$ cat src/rtl/jogo_pkg.sv
// Shared types for the ultimate tic-tac-toe turn controller: state codes,
// winner codes and the one-hot button decoder.
package jogo_pkg;

  localparam int IDX_W = 4;

  typedef enum logic [3:0] {
    INICIAL        = 4'd0,
    PREPARA        = 4'd1,
    ESPERA_MACRO   = 4'd2,
    REGISTRA_MACRO = 4'd3,
    ESPERA_MICRO   = 4'd4,
    REGISTRA_MICRO = 4'd5,
    AVALIA         = 4'd6,
    FECHA_MACRO    = 4'd7,
    CHECA_FIM      = 4'd8,
    TROCA_JOGADOR  = 4'd9,
    EXIBE          = 4'd10,
    FIM            = 4'd11
  } estado_t;

  localparam logic [1:0] GAN_NENHUM = 2'b00;
  localparam logic [1:0] GAN_J1     = 2'b01;
  localparam logic [1:0] GAN_J2     = 2'b10;
  localparam logic [1:0] GAN_EMPATE = 2'b11;

  typedef struct packed {
    logic             valido;
    logic [IDX_W-1:0] idx;
  } indice_t;

  // valido only when exactly one of the nine bits is set
  function automatic indice_t onehot_para_indice(input logic [8:0] v);
    indice_t    r;
    logic [3:0] n;
    r.valido = 1'b0;
    r.idx    = '0;
    n        = '0;
    for (int i = 0; i < 9; i++) begin
      if (v[i]) begin
        n     = n + 4'd1;
        r.idx = IDX_W'(i);
      end
    end
    r.valido = (n == 4'd1);
    return r;
  endfunction

endpackage

$ cat src/rtl/detector_jogada.sv
// Button front end: two-flop synchronizer, previous-value flop and a
// one-hot check so that each clean press yields exactly one evento.
module detector_jogada
  import jogo_pkg::*;
(
  input  logic             clock,
  input  logic             reset,
  input  logic [8:0]       botoes,
  output logic             evento,
  output logic [IDX_W-1:0] idx
);

  logic [8:0] sync1_q, sync1_d;
  logic [8:0] sync2_q, sync2_d;
  logic [8:0] prev_q,  prev_d;
  indice_t    dec;

  always_comb begin
    sync1_d = botoes;
    sync2_d = sync1_q;
    prev_d  = sync2_q;
  end

  always_ff @(posedge clock or negedge reset) begin
    if (!reset) begin
      sync1_q <= '0;
      sync2_q <= '0;
      prev_q  <= '0;
    end else begin
      sync1_q <= sync1_d;
      sync2_q <= sync2_d;
      prev_q  <= prev_d;
    end
  end

  // prev must be all-zero so a held button or a partial release never re-fires
  always_comb begin
    dec    = onehot_para_indice(sync2_q);
    evento = dec.valido && (prev_q == '0);
    idx    = dec.idx;
  end

endmodule

$ cat src/rtl/controle_rodadas.sv
// Turn sequencer for ultimate tic-tac-toe: macro/micro selection, write and
// close strobes, player alternation, next-macro rule and inactivity forfeit.
module controle_rodadas
  import jogo_pkg::*;
#(
  parameter int ESPERA_CICLOS  = 100,
  parameter int TIMEOUT_CICLOS = 5000
) (
  input  logic       clock,
  input  logic       reset,
  input  logic       iniciar,
  input  logic [8:0] botoes,
  input  logic [8:0] micro_ocupado,
  input  logic [8:0] macro_fechado,
  input  logic       vitoria_micro,
  input  logic       micro_cheio,
  input  logic       vitoria_macro,
  input  logic       macro_empate,
  output logic [3:0] macro_sel,
  output logic [3:0] micro_sel,
  output logic       jogador,
  output logic       zera_tabuleiro,
  output logic       escreve_micro,
  output logic       fecha_macro,
  output logic       jogar_macro,
  output logic       jogar_micro,
  output logic       pronto,
  output logic [1:0] ganhador,
  output logic [3:0] db_estado
);

  localparam int MAX_CICLOS = (ESPERA_CICLOS > TIMEOUT_CICLOS) ? ESPERA_CICLOS : TIMEOUT_CICLOS;
  localparam int CNT_W      = $clog2(MAX_CICLOS + 1);

  logic             evento;
  logic [IDX_W-1:0] idx;

  detector_jogada u_detector (
    .clock  (clock),
    .reset  (reset),
    .botoes (botoes),
    .evento (evento),
    .idx    (idx)
  );

  estado_t          estado_q, estado_d;
  logic [CNT_W-1:0] cnt_q, cnt_d;
  logic [3:0]       macro_sel_q, macro_sel_d;
  logic [3:0]       micro_sel_q, micro_sel_d;
  logic             jogador_q, jogador_d;
  logic [1:0]       ganhador_q, ganhador_d;
  logic             zera_q, zera_d;
  logic             escreve_q, escreve_d;
  logic             fecha_q, fecha_d;
  logic             jogar_macro_q, jogar_macro_d;
  logic             jogar_micro_q, jogar_micro_d;
  logic             pronto_q, pronto_d;
  logic             fim_espera, estouro, conta;

  always_comb begin
    estado_d    = estado_q;
    macro_sel_d = macro_sel_q;
    micro_sel_d = micro_sel_q;
    jogador_d   = jogador_q;
    ganhador_d  = ganhador_q;
    fim_espera  = (cnt_q == CNT_W'(ESPERA_CICLOS - 1));
    estouro     = (cnt_q == CNT_W'(TIMEOUT_CICLOS - 1));

    case (estado_q)
      INICIAL: if (iniciar) estado_d = PREPARA;
      PREPARA: begin
        jogador_d   = 1'b0;
        ganhador_d  = GAN_NENHUM;
        macro_sel_d = '0;
        estado_d    = ESPERA_MACRO;
      end
      // an accepted press takes priority over a timeout in the same cycle
      ESPERA_MACRO: begin
        if (evento && !macro_fechado[idx]) begin
          macro_sel_d = idx;
          estado_d    = REGISTRA_MACRO;
        end else if (estouro) begin
          ganhador_d = jogador_q ? GAN_J1 : GAN_J2;
          estado_d   = FIM;
        end
      end
      REGISTRA_MACRO: estado_d = ESPERA_MICRO;
      ESPERA_MICRO: begin
        if (evento && !micro_ocupado[idx]) begin
          micro_sel_d = idx;
          estado_d    = REGISTRA_MICRO;
        end else if (estouro) begin
          ganhador_d = jogador_q ? GAN_J1 : GAN_J2;
          estado_d   = FIM;
        end
      end
      REGISTRA_MICRO: estado_d = AVALIA;
      AVALIA: estado_d = (vitoria_micro || micro_cheio) ? FECHA_MACRO : TROCA_JOGADOR;
      FECHA_MACRO: estado_d = CHECA_FIM;
      CHECA_FIM: begin
        if (vitoria_macro) begin
          ganhador_d = jogador_q ? GAN_J2 : GAN_J1;
          estado_d   = FIM;
        end else if (macro_empate) begin
          ganhador_d = GAN_EMPATE;
          estado_d   = FIM;
        end else begin
          estado_d = TROCA_JOGADOR;
        end
      end
      // the cell just played names the macro the opponent must play in
      TROCA_JOGADOR: begin
        jogador_d   = ~jogador_q;
        macro_sel_d = micro_sel_q;
        estado_d    = EXIBE;
      end
      EXIBE: begin
        if (fim_espera) estado_d = macro_fechado[macro_sel_q] ? ESPERA_MACRO : ESPERA_MICRO;
      end
      FIM: if (iniciar) estado_d = PREPARA;
      default: estado_d = INICIAL;
    endcase

    conta = (estado_q == ESPERA_MACRO) || (estado_q == ESPERA_MICRO) || (estado_q == EXIBE);
    if ((estado_d != estado_q) || !conta) cnt_d = '0;
    else                                  cnt_d = cnt_q + 1'b1;

    // Moore outputs are decoded from the next state so they register in step with it
    zera_d        = (estado_d == PREPARA);
    escreve_d     = (estado_d == REGISTRA_MICRO);
    fecha_d       = (estado_d == FECHA_MACRO);
    jogar_macro_d = (estado_d == ESPERA_MACRO);
    jogar_micro_d = (estado_d == ESPERA_MICRO);
    pronto_d      = (estado_d == FIM);
  end

  always_ff @(posedge clock or negedge reset) begin
    if (!reset) begin
      estado_q      <= INICIAL;
      cnt_q         <= '0;
      macro_sel_q   <= '0;
      micro_sel_q   <= '0;
      jogador_q     <= 1'b0;
      ganhador_q    <= GAN_NENHUM;
      zera_q        <= 1'b0;
      escreve_q     <= 1'b0;
      fecha_q       <= 1'b0;
      jogar_macro_q <= 1'b0;
      jogar_micro_q <= 1'b0;
      pronto_q      <= 1'b0;
    end else begin
      estado_q      <= estado_d;
      cnt_q         <= cnt_d;
      macro_sel_q   <= macro_sel_d;
      micro_sel_q   <= micro_sel_d;
      jogador_q     <= jogador_d;
      ganhador_q    <= ganhador_d;
      zera_q        <= zera_d;
      escreve_q     <= escreve_d;
      fecha_q       <= fecha_d;
      jogar_macro_q <= jogar_macro_d;
      jogar_micro_q <= jogar_micro_d;
      pronto_q      <= pronto_d;
    end
  end

  assign macro_sel      = macro_sel_q;
  assign micro_sel      = micro_sel_q;
  assign jogador        = jogador_q;
  assign ganhador       = ganhador_q;
  assign zera_tabuleiro = zera_q;
  assign escreve_micro  = escreve_q;
  assign fecha_macro    = fecha_q;
  assign jogar_macro    = jogar_macro_q;
  assign jogar_micro    = jogar_micro_q;
  assign pronto         = pronto_q;
  assign db_estado      = estado_q;

endmodule
$ cat config.mk
export PLATFORM = sky130hd
export DESIGN_NAME = controle_rodadas
export DESIGN_NICKNAME = d
export VERILOG_FILES = /design/src/rtl/jogo_pkg.sv /design/src/rtl/detector_jogada.sv /design/src/rtl/controle_rodadas.sv
export SDC_FILE = /design/constraint.sdc
export NUM_CORES = 1
export LEC_CHECK = 0
export CORE_MARGIN = 10
export CORE_UTILIZATION = 30
export CTS_CLUSTER_DIAMETER = 40
export DETAILED_ROUTE_END_ITERATION = 6
export MAX_ROUTING_LAYER = met4
export PLACE_DENSITY = 0.55
export SETUP_SLACK_MARGIN = 0.4
export SLEW_MARGIN = 0
export SYNTH_ARGS = -nofsm -noshare
export SYNTH_HDL_FRONTEND = slang
export SYNTH_SLANG_ARGS = --single-unit
$ cat constraint.sdc
create_clock -name clock -period 7.35 [get_ports clock]
set_input_delay 0.735 -clock clock [delete_from_list [all_inputs] [get_ports clock]]
set_output_delay 0.735 -clock clock [all_outputs]
set_load 0.01 [all_outputs]
==> impl_results.md, run 1 <==
- Layout cells sized above 1: 0.121
- GRT Total Usage: 0.116
- Largest net degree at the start of global routing: between 60 and 70
- Initial antenna violation count: 0
- H-Tree Level Count: 3
- CP Class: flip-flop to flip-flop
- Final setup vio count: 0
- M1 WL: approximately 4500 um
- PwrDens: 300 mW/mm^2
- Layout Skew: roughly 0.011 ns
- Combinational share of power: 0.364
- Ys Warns: 0
- Slowest stage delay, CP: just over 0.6 ns
- Cells after Synth: roughly 370
- Initial Util: 0.303
- Synth cell types: 70
- Syn nets: just over 400
- Multi-input gate area: roughly 0.0020 mm^2
- Outcome: finished, final reports clean
- Actual slew at the worst max-slew pin: 0.819 ns
- Hold-fix buffer count after cts: 0
- Mean Syn Cell Area: 9.85 um^2
- Wire length on met2: 3940 um
- Startpoint types: flip-flop
- Worst rel slew slack: 0.450
- CP arrival: between 5 and 6 ns
- DRC: 0
- Max VDD drop: ~110 uV
- Worst-path maximum fanout: 13
- Core area: between 0.01 and 0.015 mm^2
- Setup tns final: 0 ns
- Critical-path top delay cell: or4_4
- CTS resizes: 0
- Area leader, netlist: dfrtp_1
- Fillers: between 1000 and 1500
- DR WL/cell: 15.9 um
- First-pass GRT wire length: about 15000 um
- Clock tree buffer depth: 2
- Sw frac: 0.345
- Top Metal Used: met4
- Total CTS buffers: 9
- Register Area: around 0.0015 mm^2
- Via Count: roughly 2800
- Fin nets: ~460
- Clock sinks: 61
- GRT overflow: 0
- Final setup margin: 1.68 ns
- #FFs+latches synth: a little over 60
- Final Max Tran Viols: 0
- # diodes: 0
- Clk Latency, worst-skew pair: about 0.33 ns
- Mapped Area: 0.00361 mm^2
- Die ar.: around 0.017 mm^2
- DR WL met3: between 400 and 500 um
- PortBufs: 54
- Sequential share of the synthesized area: 0.422
- Row cnt: 40
- Synth-to-layout area growth: 26.0%
- Pre-CTS WS: around 1.7 ns
- Inst Count DP: 551
- NetSw: about 0.00047 W
- Setup bufs post-CTS: 0
- Post-synth top flop: dfrtp_1
- Die width: 130 um
- Max-cap violations: 0
- Die Y: roughly 130 um
- Worst Setup End Kind: flip-flop
- Fin util: 0.382
- Via density: around 5
- Seq pwr share: 0.330
- Final hold violation count: 0
- Top Ports: 55
- Number of global-route vias before repair: 2899
- Initial drt markers: approximately 140
- Worst-path clk slew: around 0.050 ns
- DR pass1 iterations: 4
- RSZ-0062 raised after global routing: false
- Clk network pwr share: 0.306
- Post-route ant nets: 0
- Routability cong.: between 0.8 and 0.9
- Crit-path most repeated cell: ha_1
- P_int: 0.000894 W
- Period utilization: 0.772
- Post-DP HPWL: about 6700 um
- Tmin final: between 5 and 6 ns
- Number of flops mapped to enable cells by yosys: 0
- Synth area leaders: dfrtp_1 42%, nor2_1 3.7%, nand2_1 3.5%
- Total Wirelength: 9000 um
- Pleak: about 1.9 nW
- Yosys top cell area share: 0.422
- Fmax: 176 MHz
- Crit path required time: between 7 and 8 ns
- Final std cells w/o fill: 567
- Hold Path Class: flip-flop to flip-flop
- Async S/R FF share, synth: 1.00
- TritonCTS clock tree: built
- Clk Tree Root Cell: clkbuf_16
layer usage:
| metal | global-route usage | up-vias |
|---|---|---|
| met1 | 0.152 | 1342 |
| met2 | 0.168 | 50 |
| met5 | - | - |
| met3 | 0.0349 | 6 |
| li1 | - | 1436 |
| met4 | 0.0351 | 0 |
critical path, delay by kind of cell (launching register included):
kind / cells / cell delay, ns
AOI/OAI and AO/OA: 4 / 0.33
adders and majority gates: 7 / 2.16
buffers and inverters: 1 / 0.05
and+or+nand+nor: 10 / 1.90
DFF: 1 / 0.37
xor gates and xnor gates: 1 / 0.20
muxes: 2 / 0.57
cells in the final DEF, fill, tap and decap left out, types with 7 or more instances in the layout:
cell type | netlist | routed
o21ai_0 | 12 | 12
a21oi_1 | 18 | 18
nand2b_1 | 8 | 8
ha_1 | 9 | 9
clkdlybuf4s50_1 | 0 | 53
nand2_1 | 34 | 34
xor2_1 | 13 | 13
dfrtp_1 | 61 | 61
xnor2_1 | 7 | 7
nor3_1 | 10 | 10
inv_1 | 10 | 10
nor2_1 | 36 | 36
clkbuf_16 | 0 | 9
nand3_1 | 18 | 18
power by group through the flow:
stage	combinational, W	clock [W]	sequential, W
detailed placement	0.000501	0	0.000454
floorplan	0.000377	0	0.000421
global placement	0.000495	0	0.000456
finish	0.000498	0.000418	0.000450
global route	0.000560	0.000442	0.000462
CTS	0.000503	0.000427	0.000450
Yosys cell counts (all sizes together) (4+ instances only):
cell type	count
o21ai	15
a22o	5
xnor2	7
inv	10
nor2b	6
and3	5
nor4	5
nor2	38
o211ai	4
a31oi	5
clkbuf	13
xor2	13
a211oi	4
nand2b	8
mux2	10
or2	4
nand2	34
ha	9
dfrtp	61
nand3	18
buf	5
nand4	4
nor3b	4
a21oi	19
nor3	10
state kept, by name, indices dropped and copies added, names as in the netlist, 2 cells and up:
signal	cells
db_estado	4
u_detector.prev_d	9
u_detector.prev_q	9
micro_sel	4
macro_sel	4
cnt_q	13
u_detector.sync1_q	9
ganhador	2
through the flow:
step | cell area [um^2] | power, W | hold slack, ns
6_report | 4550 | 0.00137 | 0.336
5_1_grt | 4550 | 0.00146 | 0.350
4_1_cts | 4550 | 0.00138 | 0.337
3_5_place_dp | 4260 | 0.000955 | 0.335
3_3_place_gp | 4260 | 0.000950 | 0.335
2_1_floorplan | 3610 | 0.000798 | 0.331
layout make-up:
cell class,instances,share of cell area
multi-input cells,278,0.432
flip-flops and latches,61,0.335
repair buffers,55,0.119
clock buffers,12,0.0542
well taps,147,0.0404
clock inverters,4,0.0104
inverters,10,0.00825
final timing paths:
check | startpoint | end | slack (ns) | cells after the start
min | u_detector.sync1_q[4]$_DFF_PN0_ | u_detector.prev_d[4]$_DFF_PN0_ | 0.34 | 0
max in group asynchronous | reset | macro_sel[2]$_DFFE_PN0P_ | 6.27 | 2
max | u_detector.prev_d[0]$_DFF_PN0_ | cnt_q[12]$_DFF_PN0_ | 1.68 | 25
min in group asynchronous | reset | u_detector.sync1_q[2]$_DFF_PN0_ | 0.57 | 2
min reg2reg | u_detector.sync1_q[4]$_DFF_PN0_ | u_detector.prev_d[4]$_DFF_PN0_ | 0.34 | 0
max reg2reg | u_detector.prev_d[0]$_DFF_PN0_ | cnt_q[12]$_DFF_PN0_ | 1.68 | 25
logic make-up after synthesis:
kind of cell,count (synthesis),share of synthesized area
xor gates and xnor gates,24,0.0751
and+or+nand+nor,153,0.227
DFF,61,0.422
buffers and inverters,28,0.0332
adders and majority gates,9,0.0312
muxes,14,0.0568
AOI/OAI and AO/OA,78,0.154
No activity file was read; power rests on OpenSTA's default activity.
==> inputs of run 2 (changes only) <==
==> constraint.sdc (replaced) <==
create_clock -name clock -period 5.8 [get_ports clock]
set_input_delay 0.58 -clock clock [delete_from_list [all_inputs] [get_ports clock]]
set_output_delay 0.58 -clock clock [all_outputs]
set_load 0.01 [all_outputs]
==> run 2 against run 1 <==
Clock skew is 0.0024 ns lower. Critical path type unchanged. Die area stayed put. Sequential cell count stayed put. Critical path depth stayed put. Clock power is 35% higher.
==> impl_results.md, run 2 (synthesized netlist as in run 1, its figures left out) <==
- Outcome: finished, final reports clean
- Commonest non-fill, non-tap cell in the layout: dfrtp_1
- Routability cong.: 0.859 (+1.8%)
- Number of global-route vias before repair: 2904 (+0.17%)
- Reg with most FFs: cnt_q
- Cells on worst reg2reg path: 25 (unchanged)
- Sw frac: 0.338 (-0.00695)
- DRC: 0 (unchanged)
- Fin util: 0.406 (+0.0234)
- Worst Setup End Kind: flip-flop
- CP arrival: 5.48 ns (-0.45 ns)
- TritonCTS clock tree: built
- Tmin final: 5.23 ns (-0.445 ns)
- Clk Tree Root Cell: clkbuf_16
- Hold Crit Depth: 0 (unchanged)
- Via density: 5.19 (+3.8%)
- Max reg flops: 13 (unchanged)
- Total CTS buffers: 9 (unchanged)
- Crit path required time: 6.06 ns (-1.54 ns)
- Via Count: 2987 (+5.4%)
- Worst-path maximum fanout: 13 (unchanged)
- Clock tree buffer depth: 2 (unchanged)
- Register Area: 0.00153 mm^2 (about the same)
- # diodes: 0 (unchanged)
- Die ar.: 0.0168 mm^2 (unchanged)
- Fin nets: 468 (+2.2%)
- Row cnt: 40 (unchanged)
- GRT Total Usage: 0.115 (-0.000752)
- Layout cells sized above 1: 0.189 (+0.0674)
- Largest net degree at the start of global routing: 62 (unchanged)
- Core area: 0.0119 mm^2 (unchanged)
- Setup tns final: 0 ns (unchanged)
- PortBufs: 54 (unchanged)
- M1 WL: 4420 um (-2.1%)
- Post-DP HPWL: 6680 um (about the same)
- Post-route ant nets: 0 (unchanged)
- Final hold violation count: 0 (unchanged)
- Clk Latency, worst-skew pair: 0.33 ns (about the same)
- Die width: 130 um (unchanged)
- Hold Path Class: flip-flop to flip-flop
- Initial drt markers: 122 (-11%)
- Final setup margin: 0.572 ns (-1.11 ns)
- Synth-to-layout area growth: 33.7%
- Fmax: 191 MHz (+8.5%)
- GRT overflow: 0 (unchanged)
- Max VDD drop: 161 uV (+48%)
- DR pass1 iterations: 4 (unchanged)
- DR WL met3: 522 um (+14%)
- Seq pwr share: 0.303 (-0.027)
- H-Tree Level Count: 3 (unchanged)
- Layout Skew: 0.00821 ns (-0.00235 ns)
- Top Ports: 55 (unchanged)
- Final setup vio count: 0 (unchanged)
- Multi-input gate area: 0.00215 mm^2 (+9.2%)
- First-pass GRT wire length: 14800 um (-2.3%)
- Die Y: 130 um (unchanged)
- Period utilization: 0.901 (+0.130)
- P_int: 0.00125 W (+39%)
- Total Wirelength: 9350 um (+3.9%)
- Worst rel slew slack: 0.347 (-0.103)
- NetSw: 0.000637 W (+35%)
- Initial Util: 0.303 (unchanged)
- Hold-fix buffer count after cts: 0 (unchanged)
- Top Metal Used: met4
- Commonest non-fill, non-tap cells in the layout: 60 x dfrtp_1, 53 x clkdlybuf4s50_1, 36 x nor2_1
- Worst-path clk slew: 0.05 ns (about the same)
- CP Class: flip-flop to flip-flop
- Final Max Tran Viols: 0 (unchanged)
- Pre-CTS WS: 0.0894 ns (-1.59 ns)
- Pleak: 1.96 nW (+5.3%)
- DR WL/cell: 16.2 um (+2.2%)
- Fillers: 1170 (-0.26%)
- Initial antenna violation count: 0 (unchanged)
- Clk network pwr share: 0.300 (-0.006)
- Startpoint types: flip-flop
- Max-cap violations: 0 (unchanged)
- Clock sinks: 61 (unchanged)
- RSZ-0062 raised after global routing: true
- Actual slew at the worst max-slew pin: 0.972 ns (+0.153 ns)
- Combinational share of power: 0.396 (+0.032)
- PwrDens: 390 mW/mm^2 (+30%)
- Wire length on met2: 4260 um (+8.1%)
-- run 2: final timing paths --
kind,from,endpoint,slack [ns]
max in group asynchronous,reset,u_detector.prev_d[2]$_DFF_PN0_,4.84
worst min register to register,u_detector.sync1_q[0]$_DFF_PN0_,u_detector.prev_d[0]$_DFF_PN0_,0.33
worst min-delay path,u_detector.sync1_q[0]$_DFF_PN0_,u_detector.prev_d[0]$_DFF_PN0_,0.33
worst max register to register,u_detector.prev_d[1]$_DFF_PN0_,cnt_q[5]$_DFF_PN0_,0.57
min in group asynchronous,reset,u_detector.sync1_q[5]$_DFF_PN0_,0.42
worst max-delay path,u_detector.prev_d[1]$_DFF_PN0_,cnt_q[5]$_DFF_PN0_,0.57
-- run 2: area by class of cell --
type                    count  share of cell area
clock buffers              11              0.0502
multi-input cells         278               0.445
repair buffers             65               0.128
well taps                 147              0.0381
clock inverters             4              0.0150
inverters                  10             0.00777
flip-flops and latches     61               0.316
-- run 2: timing repair --
action | in CTS | in global routing
gates resized for setup | 11 | 20
endpoints found under the setup margin | 28 | 28
setup buffers | 4 | 4
pin swaps | 4 | 12
-- run 2: through the flow --
stage	area [um^2]	cells	total power (W)	hold WS (ns)
final	4830	576	0.00188	0.334
after global routing	4830	576	0.00201	0.349
after CTS	4690	572	0.00183	0.341
after detailed placement	4270	553	0.00122	0.336
after global placement	4270	553	0.00121	0.337
after floorplan	3610	367	0.00101	0.284
-- run 2: power groups by stage --
stage	Sequential (W)	Clock, W	Combinational (W)
2_1_floorplan	0.000533	0	0.000478
3_3_place_gp	0.000578	0	0.000632
3_5_place_dp	0.000575	0	0.000642
4_1_cts	0.000571	0.000581	0.000683
5_1_grt	0.000585	0.000597	0.000827
6_report	0.000572	0.000565	0.000747
-- run 2: layer usage --
metal	GRT usage	vias to the layer above
met1	0.142	1450
met3	0.0353	12
met4	0.0456	0
met5	-	-
li1	-	1449
met2	0.172	76
-- run 2: critical path: stages, from the launching register on --
cell and delay, ns:
dfrtp_1 0.40, ha_2 0.24, nor2_1 0.07, a21oi_1 0.20, ha_1 0.29, mux2_4 0.30
ha_4 0.25, mux2_4 0.27, ha_4 0.25, nor2b_4 0.11, a21oi_2 0.04, or2_4 0.24
ha_4 0.25, nand2b_4 0.10, o31a_1 0.22, ha_4 0.23, nand2_2 0.05, nand2_2 0.07
ha_4 0.25, nand2b_4 0.10, a221oi_2 0.04, or2_4 0.27, nand4b_4 0.16, a21oi_4 0.06
or4_4 0.54, nor2_1 0.15
